$ cat src/rtl/pc_branch_unit.sv
// pc_branch_unit: PC register, IDLE/RUN/HALT sequencing and a writable branch-target table.
// Optional PCBU_ABS_TARGET_EN adds wr_abs and per-entry absolute-target mode bits.
module pc_branch_unit #(
   parameter int D = 12,
   parameter int N = 3
) (
   input  logic         clk,
   input  logic         rst_n,
   input  logic         start,
   input  logic         stall,
   input  logic         branch,
   input  logic [N-1:0] how_high,
   input  logic         halt_req,
   input  logic         wr_en,
   input  logic [N-1:0] wr_addr,
   input  logic [D-1:0] wr_data,
`ifdef PCBU_ABS_TARGET_EN
   input  logic         wr_abs,
`endif
   output logic [D-1:0] target,
   output logic [D-1:0] prog_counter,
   output logic         running,
   output logic         done
);
   typedef enum logic [1:0] {IDLE, RUN, HALT} state_t;
   state_t       state_q, state_d;
   logic [D-1:0] pc_q, pc_d, br_pc;
   logic         running_q, done_q;
   logic [D-1:0] tbl_q [2**N];
`ifdef PCBU_ABS_TARGET_EN
   logic [2**N-1:0] mode_q;
   assign br_pc = mode_q[how_high] ? tbl_q[how_high] : pc_q + tbl_q[how_high];
`else
   assign br_pc = pc_q + tbl_q[how_high];
`endif
   assign target       = tbl_q[how_high];
   assign prog_counter = pc_q;
   assign running      = running_q;
   assign done         = done_q;
   // next state and PC; start wins in every state, RUN resolves halt > stall > branch > increment
   always_comb begin
      state_d = state_q;
      pc_d    = pc_q;
      if (start) begin
         state_d = RUN;
         pc_d    = '0;
      end else if (state_q == RUN) begin
         if (halt_req) state_d = HALT;
         else if (!stall) pc_d = branch ? br_pc : pc_q + D'(1);
      end
   end
   // state, PC and decoded status flags
   always_ff @(posedge clk or negedge rst_n) begin
      if (!rst_n) begin
         state_q   <= IDLE;
         pc_q      <= '0;
         running_q <= 1'b0;
         done_q    <= 1'b0;
      end else begin
         state_q   <= state_d;
         pc_q      <= pc_d;
         running_q <= state_d == RUN;
         done_q    <= state_d == HALT;
      end
   end
   // target table: defaults on reset, written on wr_en with no read bypass
   always_ff @(posedge clk or negedge rst_n) begin
      if (!rst_n) begin
         for (int i = 0; i < 2**N; i++)
            tbl_q[i] <= i == 0 ? ~D'(4) : i == 1 ? D'(20) : i == 2 ? {D{1'b1}} : '0;
`ifdef PCBU_ABS_TARGET_EN
         mode_q <= '0;
`endif
      end else if (wr_en) begin
         tbl_q[wr_addr] <= wr_data;
`ifdef PCBU_ABS_TARGET_EN
         mode_q[wr_addr] <= wr_abs;
`endif
      end
   end
endmodule

$ cat config.mk
export PLATFORM = sky130hd
export DESIGN_NAME = pc_branch_unit
export DESIGN_NICKNAME = d
export VERILOG_FILES = /design/src/rtl/pc_branch_unit.sv
export SDC_FILE = /design/constraint.sdc
export NUM_CORES = 1
export LEC_CHECK = 0
export BUFFER_PORTS_ARGS = -buffer_cell sky130_fd_sc_hd__buf_2
export CORE_AREA = 5 5 125 127
export CTS_CLUSTER_DIAMETER = 150
export DETAILED_ROUTE_END_ITERATION = 10
export DIE_AREA = 0 0 130 132
export GPL_TIMING_DRIVEN = 1
export MAX_ROUTING_LAYER = met4
export SLEW_MARGIN = 40
export SYNTH_ARGS = -nofsm -noshare
export SYNTH_HDL_FRONTEND = slang
export SYNTH_SLANG_ARGS = --single-unit
export TNS_END_PERCENT = 50
$ cat constraint.sdc
create_clock -name clk -period 6.4 [get_ports clk]
set_clock_uncertainty 0.15 [all_clocks]
set_input_delay 0.32 -clock clk [delete_from_list [all_inputs] [get_ports clk]]
set_output_delay 0.32 -clock clk [all_outputs]
set_load 0.1 [all_outputs]
==> flow_summary.yaml, run 1 <==
yosys:
  synth_cell_types: 50
  async_flop_share_pct: 100.0
  synthFlopType: "dfrtp_1"
  synth.mux.area_fraction_pct: 31.89
  yosys.area_share.simple_pct: 6.418
  synth.cell_area_mm2: 0.005595
  yosysTopAreaCellShare_pct: 38.91
  synthAdderAreaFrac_pct: 2.818
  ys_ff_latch: 112
  synth_fp_nets: 433
  synth.avg_cell_area_um2: 14.13
  synth_top_family_by_area: "multiplexers"
  synthXorXnorAreaFrac_pct: 1.096
  yosysSeqAreaShare_pct: 50.65
  synth_edf_count: 0
  synthTopCellsByArea: "dfrtp_1 (39%), mux2_1 (20%), dfstp_2 (12%)"
  synth_compound_area_share_pct: 5.121
  yosys_warnings: 0
  synth_cells: 396
  yosys.area.top_type: "dfrtp_1"
sta:
  setup_violations: 0
  rsz0062_at_grt: "no"
  layout_setup_ws_ps: 2951
  slew_viol_final: 0
  timing.final.crit_share_pct: 53.88
  relSlewSlack_pct: 53.65
  hold_violations: 0
  tightest_slew_ps: 695.2
  min_period_ps: 3449
  fin_setup_tns_ps: 0
  fmax_mhz: 290.0
critical_path:
  worst_setup_path_end_kind: "flip-flop"
  required_ps: 6500
  cp_cell_sequence: "buf_4 > mux4_1 > mux2_2 > or2_1 > ha_1 > fa_1 > a21oi_1 > o21ai_1 > a21oi_1 > a22oi_1 > xnor2_1 > o31ai_1"
  critical-path-max-stage-delay_ps: 610
  crit_family: "compound AO/OA/AOI/OAI gates"
  slowest_stage: "mux4_1"
  cpMostUsedCell: "a21oi_1"
  path_max_fanout: 25
  path_class: "in -> reg"
  critPathBufInv: 1
  cp.arrival_ps: 3550
  crit_path_start_kind: "input port"
drt:
  postRouteAntennaNets: 0
  drtIter0Drc: 162
  wl_um: 12370
  dr.pass1.iters: 4
  viasPerCell: 5.336
  wire_per_inst_um: 19.45
  route.detailed.drc: 0
  vias: 3394
clock_tree:
  cts_buffers: 9
  clk_latency_ps: 350
  clkSinkCount: 112
  postCtsHoldBufs: 1
  path_clk_slew_ps: 70
  clockBufferDepth: 2
  cts_root_buf: "clkbuf_16"
  cts_setup_buffers: 0
  h-tree-depth: 3
  cts_tree: "built"
  cts_resized: 0
power:
  total_power_uw: 2117
  power.leakage_uw: 0.002740
  power_density_mw_per_mm2: 330.3
  ir_drop_uv: 155.3
layout:
  area_growth_pct: 14.56
  antenna_cells: 0
  fin_cells: 636
  fill_cells: 1301
  fin_area_mm2: 0.006410
  drive_gt1_share_pct: 31.19
  seq_area_mm2: 0.002834
  fin_nets: 484
  multi_input_area_mm2: 0.002669
place:
  portBuffers: 50
  dpl_worst_slack_ps: 2553
  dpl_cell_area_mm2: 0.006082
  hpwl_um: 8751
  routabilityCongestion: 0.8535
  dp.cells: 619
floorplan:
  ios: 51
  die_h_um: 132
  die_width_um: 130
  fp-row-count: 44
  die-area_mm2: 0.01716
  coreArea_mm2: 0.01431
  start_util_pct: 39.09
run:
  maxCapViolCount: 0
grt:
  track_usage_pct: 15.79
  grt_pass1_wl_um: 20230
  grt_pass1_vias: 3703
  antenna_found_initial: 0
  grt_max_degree: 77
  globalRouteOverflowTotal: 0
min_path:
  hp-class: "in -> reg"
status:
  status: "completed"
per-layer routing:
layer / GRT usage, % / routed length (µm) / share of wire (%) / up-vias
met3: 3.120 / 355 / 2.9 / 11
met1: 20.01 / 5694 / 46 / 1785
met4: 4.157 / 152 / 1.2 / 0
met2: 25.90 / 6171 / 50 / 41
li1: - / - / - / 1557
met5: - / 0 / 0 / -
sequential cells by signal, summed over array words and instances, names as in the netlist:
| signal | count |
|---|---|
| state_q | 2 |
| prog_counter | 12 |
| tbl_q | 96 |
| running | 1 |
| done | 1 |
synthesized netlist by cell type, drive strengths merged, types with 2 or more instances:
cell type    n
nand4b       3
dfrtp       87
clkbuf       5
dfstp       25
inv          4
ha          11
xor2         2
xnor2        5
nor2        11
a22oi        2
nor3b        4
mux2       110
a21o         3
or2          2
o21a         3
buf         15
nand2b       4
mux2i        2
nor4         2
a21oi       13
and2        10
o211ai       3
nor3         3
nand2       22
a211oi       3
o21bai       2
mux4        23
o21ai        6
through the flow:
stage               util (%)  hold slack (ps)
floorplan                  -           -125.6
global placement       42.19            163.4
detailed placement     42.49            171.7
CTS                    44.78            122.6
global route           44.78            135.0
finish                 44.78            120.4
final timing paths:
path	startpoint	endpoint	slack (ps)	cells past startpoint
min in group asynchronous	rst_n	prog_counter[8]	330	2
hold / removal	halt_req	state_q[1]	120	3
setup / recovery	how_high[0]	prog_counter[10]	2950	12
hold reg to reg	tbl_q[45]	tbl_q[45]	330	1
setup reg to reg	tbl_q[72]	prog_counter[10]	3090	11
max in group asynchronous	rst_n	tbl_q[0]	4730	3
worst register-to-register path, stage by stage, from the launching register on:
cell and delay (ps):
dfrtp_1 380, mux4_1 500, mux2_2 280, or2_1 210, ha_1 230, fa_1 410, a21oi_1 190, o21ai_1 80
a21oi_1 300, a22oi_1 160, xnor2_1 150, o31ai_1 190
cell type report:
type                       count  share of cell area (%)
inverter                       4                  0.2342
timing repair buffer          60                   5.368
clock buffer                  13                   3.904
tap                          184                   3.592
clock inverter                 3                   1.054
multi-input combinational    260                   41.64
sequential                   112                   44.21
kinds of logic (layout without fill, tap and decap cells):
logic type,after synthesis,count (layout)
AOI/OAI and AO/OA,39,39
DFF,112,112
muxes,135,135
and+or+nand+nor,67,67
adders and majority gates,12,12
xor gates and xnor gates,7,7
buffers and inverters,24,80
cells in the final DEF, fill, tap and decap left out, types with 4 or more instances in the layout:
master	count
mux4_2	21
inv_1	4
buf_4	8
dfrtp_1	87
and2_1	10
xnor2_1	5
nor2_1	9
a21oi_1	13
nand2_1	22
clkbuf_16	9
dfstp_2	25
buf_2	48
mux2_2	12
nand2b_1	4
mux2_1	98
ha_1	11
where the power goes:
group | switching, µW | internal (µW)
Clock | 247 | 355
Combinational | 368 | 207
Sequential | 68.2 | 872
Total | 684 | 1430
No activity file was read; power rests on OpenSTA's default activity.
==> inputs of run 2 (changes only) <==
==> constraint.sdc (replaced) <==
create_clock -name clk -period 3.46 [get_ports clk]
set_clock_uncertainty 0.15 [all_clocks]
set_input_delay 0.173 -clock clk [delete_from_list [all_inputs] [get_ports clk]]
set_output_delay 0.173 -clock clk [all_outputs]
set_load 0.1 [all_outputs]
==> run 2 against run 1 <==
Compared with the run above: combinational power increased by 93%; sequential share of layout area decreased by 1.8 points; worst setup slack got worse by 2700 ps.
==> flow_summary.yaml, run 2 (same netlist as run 1, synthesis figures left out) <==
floorplan:
  start_util_pct: 39.09
  die-area_mm2: 0.01716
  fp-row-count: 44
  die_width_um: 130
  coreArea_mm2: 0.01431
  ios: 51
  die_h_um: 132
drt:
  drtIter0Drc: 234
  postRouteAntennaNets: 0
  wire_per_inst_um: 18.45
  viasPerCell: 5.283
  wl_um: 12270
  route.detailed.drc: 0
  vias: 3513
  dr.pass1.iters: 4
grt:
  grt_pass1_vias: 3839
  globalRouteOverflowTotal: 0
  grt_pass1_wl_um: 20530
  antenna_found_initial: 0
  grt_max_degree: 58
  track_usage_pct: 15.69
critical_path:
  slowest_stage: "mux4_1"
  cp.arrival_ps: 3290
  critical-path-max-stage-delay_ps: 490
  path_class: "reg -> reg"
  worst_setup_path_end_kind: "flip-flop"
  path_max_fanout: 2
  required_ps: 3550
  cp_cell_sequence: "mux4_1 > mux2_2 > or2_1 > ha_1 > buf_4 > a211oi_2 > o21ai_2 > a41oi_2 > a22oi_2 > mux2i_1 > mux2_1"
  crit_path_start_kind: "flip-flop"
  critPathBufInv: 1
  crit_family: "multiplexers"
sta:
  timing.final.crit_share_pct: 92.46
  slew_viol_final: 0
  min_period_ps: 3199
  tightest_slew_ps: 559.2
  fin_setup_tns_ps: 0
  fmax_mhz: 312.6
  hold_violations: 0
  rsz0062_at_grt: "no"
  relSlewSlack_pct: 62.72
  setup_violations: 0
layout:
  largest-register: "tbl_q"
  largest_reg_flops: 96
  area_growth_pct: 19.41
  fin_nets: 513
  antenna_cells: 0
  final_cell_mix: "mux2_1 (98), dfrtp_1 (87), buf_2 (49)"
  fill_cells: 1257
  drive_gt1_share_pct: 33.89
  fin_cells: 665
  final_common_cell: "mux2_1"
power:
  ir_drop_uv: 272.2
  power_density_mw_per_mm2: 577.7
  power.leakage_uw: 0.002885
clock_tree:
  clk_latency_ps: 350
  cts_buffers: 9
  clockBufferDepth: 2
  path_clk_slew_ps: 80
  clkSinkCount: 112
  cts_tree: "built"
  cts_root_buf: "clkbuf_16"
  h-tree-depth: 3
place:
  routabilityCongestion: 0.7831
  dp.cells: 635
  hpwl_um: 8644
  portBuffers: 50
status:
  status: "completed"
run:
  maxCapViolCount: 0
min_path:
  hp-class: "in -> reg"
## run 2: changes by cell type in the layout (fill, tap and decap cells not counted), moves of 2 or more
| cell | change |
|---|---|
| a21oi_2 | +2 |
| a21oi_1 | -2 |
| mux2_4 | +3 |
| dlygate4sd3_1 | +13 |
| mux2_2 | -3 |
| inv_6 | +3 |
| buf_4 | +14 |
| clkinv_4 | +2 |
| buf_6 | -2 |
| buf_12 | +3 |
| bufinv_16 | -2 |
| clkbuf_1 | -3 |
## run 2: cell type report
class | count | area (µm²) | area share (%)
Sequential cell | 112 | 2834 | 42.42
Multi-Input combinational cell | 260 | 2690 | 40.26
Timing Repair Buffer | 89 | 621.8 | 9.307
Tap cell | 184 | 230.2 | 3.446
Clock buffer | 9 | 225.2 | 3.371
Clock inverter | 7 | 65.06 | 0.9738
Inverter | 4 | 15.01 | 0.2247
## run 2: final timing paths
path                            from                to  slack (ps)  cells after the start
setup / recovery           tbl_q[24]  prog_counter[11]         260                     11
hold / removal                 stall   prog_counter[6]          40                      4
setup reg to reg           tbl_q[24]  prog_counter[11]         260                     11
hold reg to reg            tbl_q[40]         tbl_q[40]         340                      1
max in group asynchronous      rst_n         tbl_q[60]        2180                      3
min in group asynchronous      rst_n   prog_counter[9]         190                      2
## run 2: metrics by stage
step	utilization [%]	hold WS, ps	total power, µW	setup slack (ps)	cell area, µm²
after floorplan	-	-272.6	2585	49.37	5627
after global placement	43.49	147.2	2841	109.9	6225
after detailed placement	43.59	154.3	2869	69.37	6240
after CTS	46.60	20.33	3905	135.2	6670
after global routing	46.68	43.57	4057	35.76	6681
final	46.68	35.77	3860	260.9	6681
## run 2: where the power goes
part	internal (µW)	switching, µW
logic	426	688
registers	1610	122
clock network	505	508
total	2540	1320
## run 2: worst reg2reg max path, stage by stage (launching register included)
cell and delay [ps]:
dfrtp_1 380, mux4_1 490, mux2_2 300, or2_1 210, ha_1 210, buf_4 140, a211oi_2 280, o21ai_2 110
a41oi_2 220, a22oi_2 90, mux2i_1 170, mux2_1 330
## run 2: per-layer routing
metal / wire length [µm] / up-vias / GRT usage, %
met5: 0 / - / -
met4: 184 / 0 / 5.427
met3: 383 / 16 / 2.066
met2: 6054 / 57 / 24.70
met1: 5648 / 1817 / 20.92
li1: - / 1623 / -
## run 2: repair_timing
| action | CTS | global route |
|---|---|---|
| endpoints found under the hold margin | 134 | 0 |
| resized for setup | 0 | 2 |
| endpoints found under the setup margin | 0 | 2 |
| hold buffers | 14 | 0 |
| buffers inserted | 0 | 0 |
==> inputs of run 3 (changes only) <==
--- a/config.mk
+++ b/config.mk
@@ -6,10 +6,11 @@
 export NUM_CORES = 1
 export LEC_CHECK = 0
 export BUFFER_PORTS_ARGS = -buffer_cell sky130_fd_sc_hd__buf_2
-export CORE_AREA = 5 5 125 127
+export CORE_AREA = 2 2 122 124
+export CTS_BUF_LIST = sky130_fd_sc_hd__clkbuf_16
 export CTS_CLUSTER_DIAMETER = 150
 export DETAILED_ROUTE_END_ITERATION = 10
-export DIE_AREA = 0 0 130 132
+export DIE_AREA = 0 0 124 126
 export GPL_TIMING_DRIVEN = 1
 export MAX_ROUTING_LAYER = met4
 export SLEW_MARGIN = 40
==> constraint.sdc (replaced) <==
create_clock -name clk -period 3.22 [get_ports clk]
set_clock_uncertainty 0.15 [all_clocks]
set_input_delay 0.161 -clock clk [delete_from_list [all_inputs] [get_ports clk]]
set_output_delay 0.161 -clock clk [all_outputs]
set_load 0.1 [all_outputs]
==> run 3 against run 2 <==
Compared with the run above: critical path depth unchanged; power up 9.9%; die area shrank 9.0%; largest power group unchanged; wire length is 0.66% lower.
==> flow_summary.yaml, run 3 (same netlist as run 1, synthesis figures left out) <==
grt:
  grt_max_degree: 66
  grt_pass1_wl_um: 19960
  globalRouteOverflowTotal: 0
  grt_pass1_vias: 3695
  antenna_found_initial: 0
  track_usage_pct: 17.15
power:
  pwr-share-seq_pct: 44.1
  swShare_pct: 32.97
  pwr-share-clk_pct: 26.4
  ir_drop_uv: 319.2
  power_density_mw_per_mm2: 621.3
  internal_power_uw: 2844
  power.leakage_uw: 0.002950
  p_sw_uw: 1398
  power_frac_comb_pct: 29.6
layout:
  antenna_cells: 0
  largest-register: "tbl_q"
  final_common_cell: "mux2_1"
  post-route-util_pct: 47.70
  largest_reg_flops: 96
  area_growth_pct: 22.03
  drive_gt1_share_pct: 37.68
  fin_nets: 523
  final_cell_mix: "mux2_1 (98), dfrtp_1 (87), buf_2 (49)"
floorplan:
  ios: 51
  die_h_um: 126
  die-area_mm2: 0.01562
  start_util_pct: 39.09
  coreArea_mm2: 0.01431
  fp-row-count: 44
  die_width_um: 124
sta:
  slew_viol_final: 0
  whs_ps: 9.822
  relSlewSlack_pct: 49.72
  setup_violations: 0
  rsz0062_at_grt: "yes"
  layout_setup_ws_ps: 123.5
  fmax_mhz: 322.9
  timing.final.crit_share_pct: 96.17
  tightest_slew_ps: 750.1
  hold_violations: 0
  min_period_ps: 3097
drt:
  postRouteAntennaNets: 0
  highest_layer: "met4"
  drtIter0Drc: 138
  wire_per_inst_um: 18.06
  route.detailed.drc: 0
  viasPerCell: 5.221
  wl_met2_um: 6009
  dr.pass1.iters: 4
  met3_length_um: 512
  wl_met1_um: 5557
  vias: 3524
  wl_um: 12190
clock_tree:
  cts_buffers: 9
  clk_latency_ps: 340
  cts_tree: "built"
  clockBufferDepth: 2
  path_clk_slew_ps: 70
  clkSinkCount: 112
  h-tree-depth: 3
  cts_root_buf: "clkbuf_16"
min_path:
  hp-class: "in -> reg"
  worstHoldStart: "wr_data[5]"
  hold_depth: 2
  whs_endpoint: "tbl_q[53]"
run:
  maxCapViolCount: 0
critical_path:
  crit_path_start_kind: "flip-flop"
  path_class: "reg -> reg"
  ff2ff_setup_slack_ps: 120
  cp.arrival_ps: 3190
  required_ps: 3310
  reg2reg_depth: 11
  r2r-start: "tbl_q[48]"
  startpoint: "tbl_q[48]"
  worst_setup_path_end_kind: "flip-flop"
  path_max_fanout: 3
  rr_endpoint: "prog_counter[10]"
place:
  routabilityCongestion: 0.8181
  portBuffers: 50
  hpwl_um: 8656
  dpl_worst_slack_ps: -114.7
status:
  status: "completed"
-- run 3: worst max path at each step --
| stage | end | slack (ps) | cells past startpoint |
|---|---|---|---|
| final | prog_counter[10] | 120 | 11 |
| after global routing | prog_counter[10] | -30 | 11 |
| after CTS | prog_counter[10] | 50 | 11 |
| after detailed placement | prog_counter[10] | -110 | 12 |
| after global placement | prog_counter[10] | -60 | 12 |
| after floorplan | prog_counter[11] | -3 | 12 |
-- run 3: worst max-delay path, cell delays in order, from the launching register on --
cell and delay (ps):
dfrtp_1 380, mux4_2 460, mux2_4 300, or2_4 240
ha_4 170, fa_2 370, a21oi_2 190, o21ai_2 70
a21oi_2 200, a22oi_2 80, xnor2_1 140, o31ai_1 240
-- run 3: power by group through the flow --
| stage | combinational, µW | clock, µW | sequential [µW] |
|---|---|---|---|
| 3_5_place_dp | 1250 | 0 | 1890 |
| 4_1_cts | 1260 | 1140 | 1870 |
| 6_report | 1250 | 1120 | 1870 |
| 3_3_place_gp | 1220 | 0 | 1880 |
| 2_1_floorplan | 893 | 0 | 1910 |
| 5_1_grt | 1350 | 1200 | 1910 |
-- run 3: metal layers --
layer	vias to the layer above	GRT usage [%]
met5	-	-
met4	0	3.701
met3	7	3.216
met2	75	27.89
met1	1806	22.44
li1	1636	-
-- run 3: cell type report --
cell class	count	area, µm²
well taps	184	230.2
flip-flops and latches	112	2834
clock inverters	7	71.32
clock buffers	9	225.2
fillers	1278	7486
multi-input cells	260	2758
repair buffers	99	694.4
inverters	4	15.01
-- run 3: metrics by stage --
stage | TNS, ps | cells | area, µm² | power [µW]
floorplan | -3.323 | 396 | 5680 | 2803
global placement | -128.1 | 645 | 6364 | 3100
detailed placement | -193.6 | 645 | 6364 | 3139
CTS | 0 | 674 | 6797 | 4274
global route | -27.29 | 675 | 6828 | 4452
finish | 0 | 675 | 6828 | 4242
-- run 3: repair_timing --
action,in CTS,in global routing
endpoints found under the hold margin,117,0
hold buffers,13,0
buffers inserted,0,1
setup endpoints to repair,1,1
gates resized for setup,2,8
pin swaps,1,4
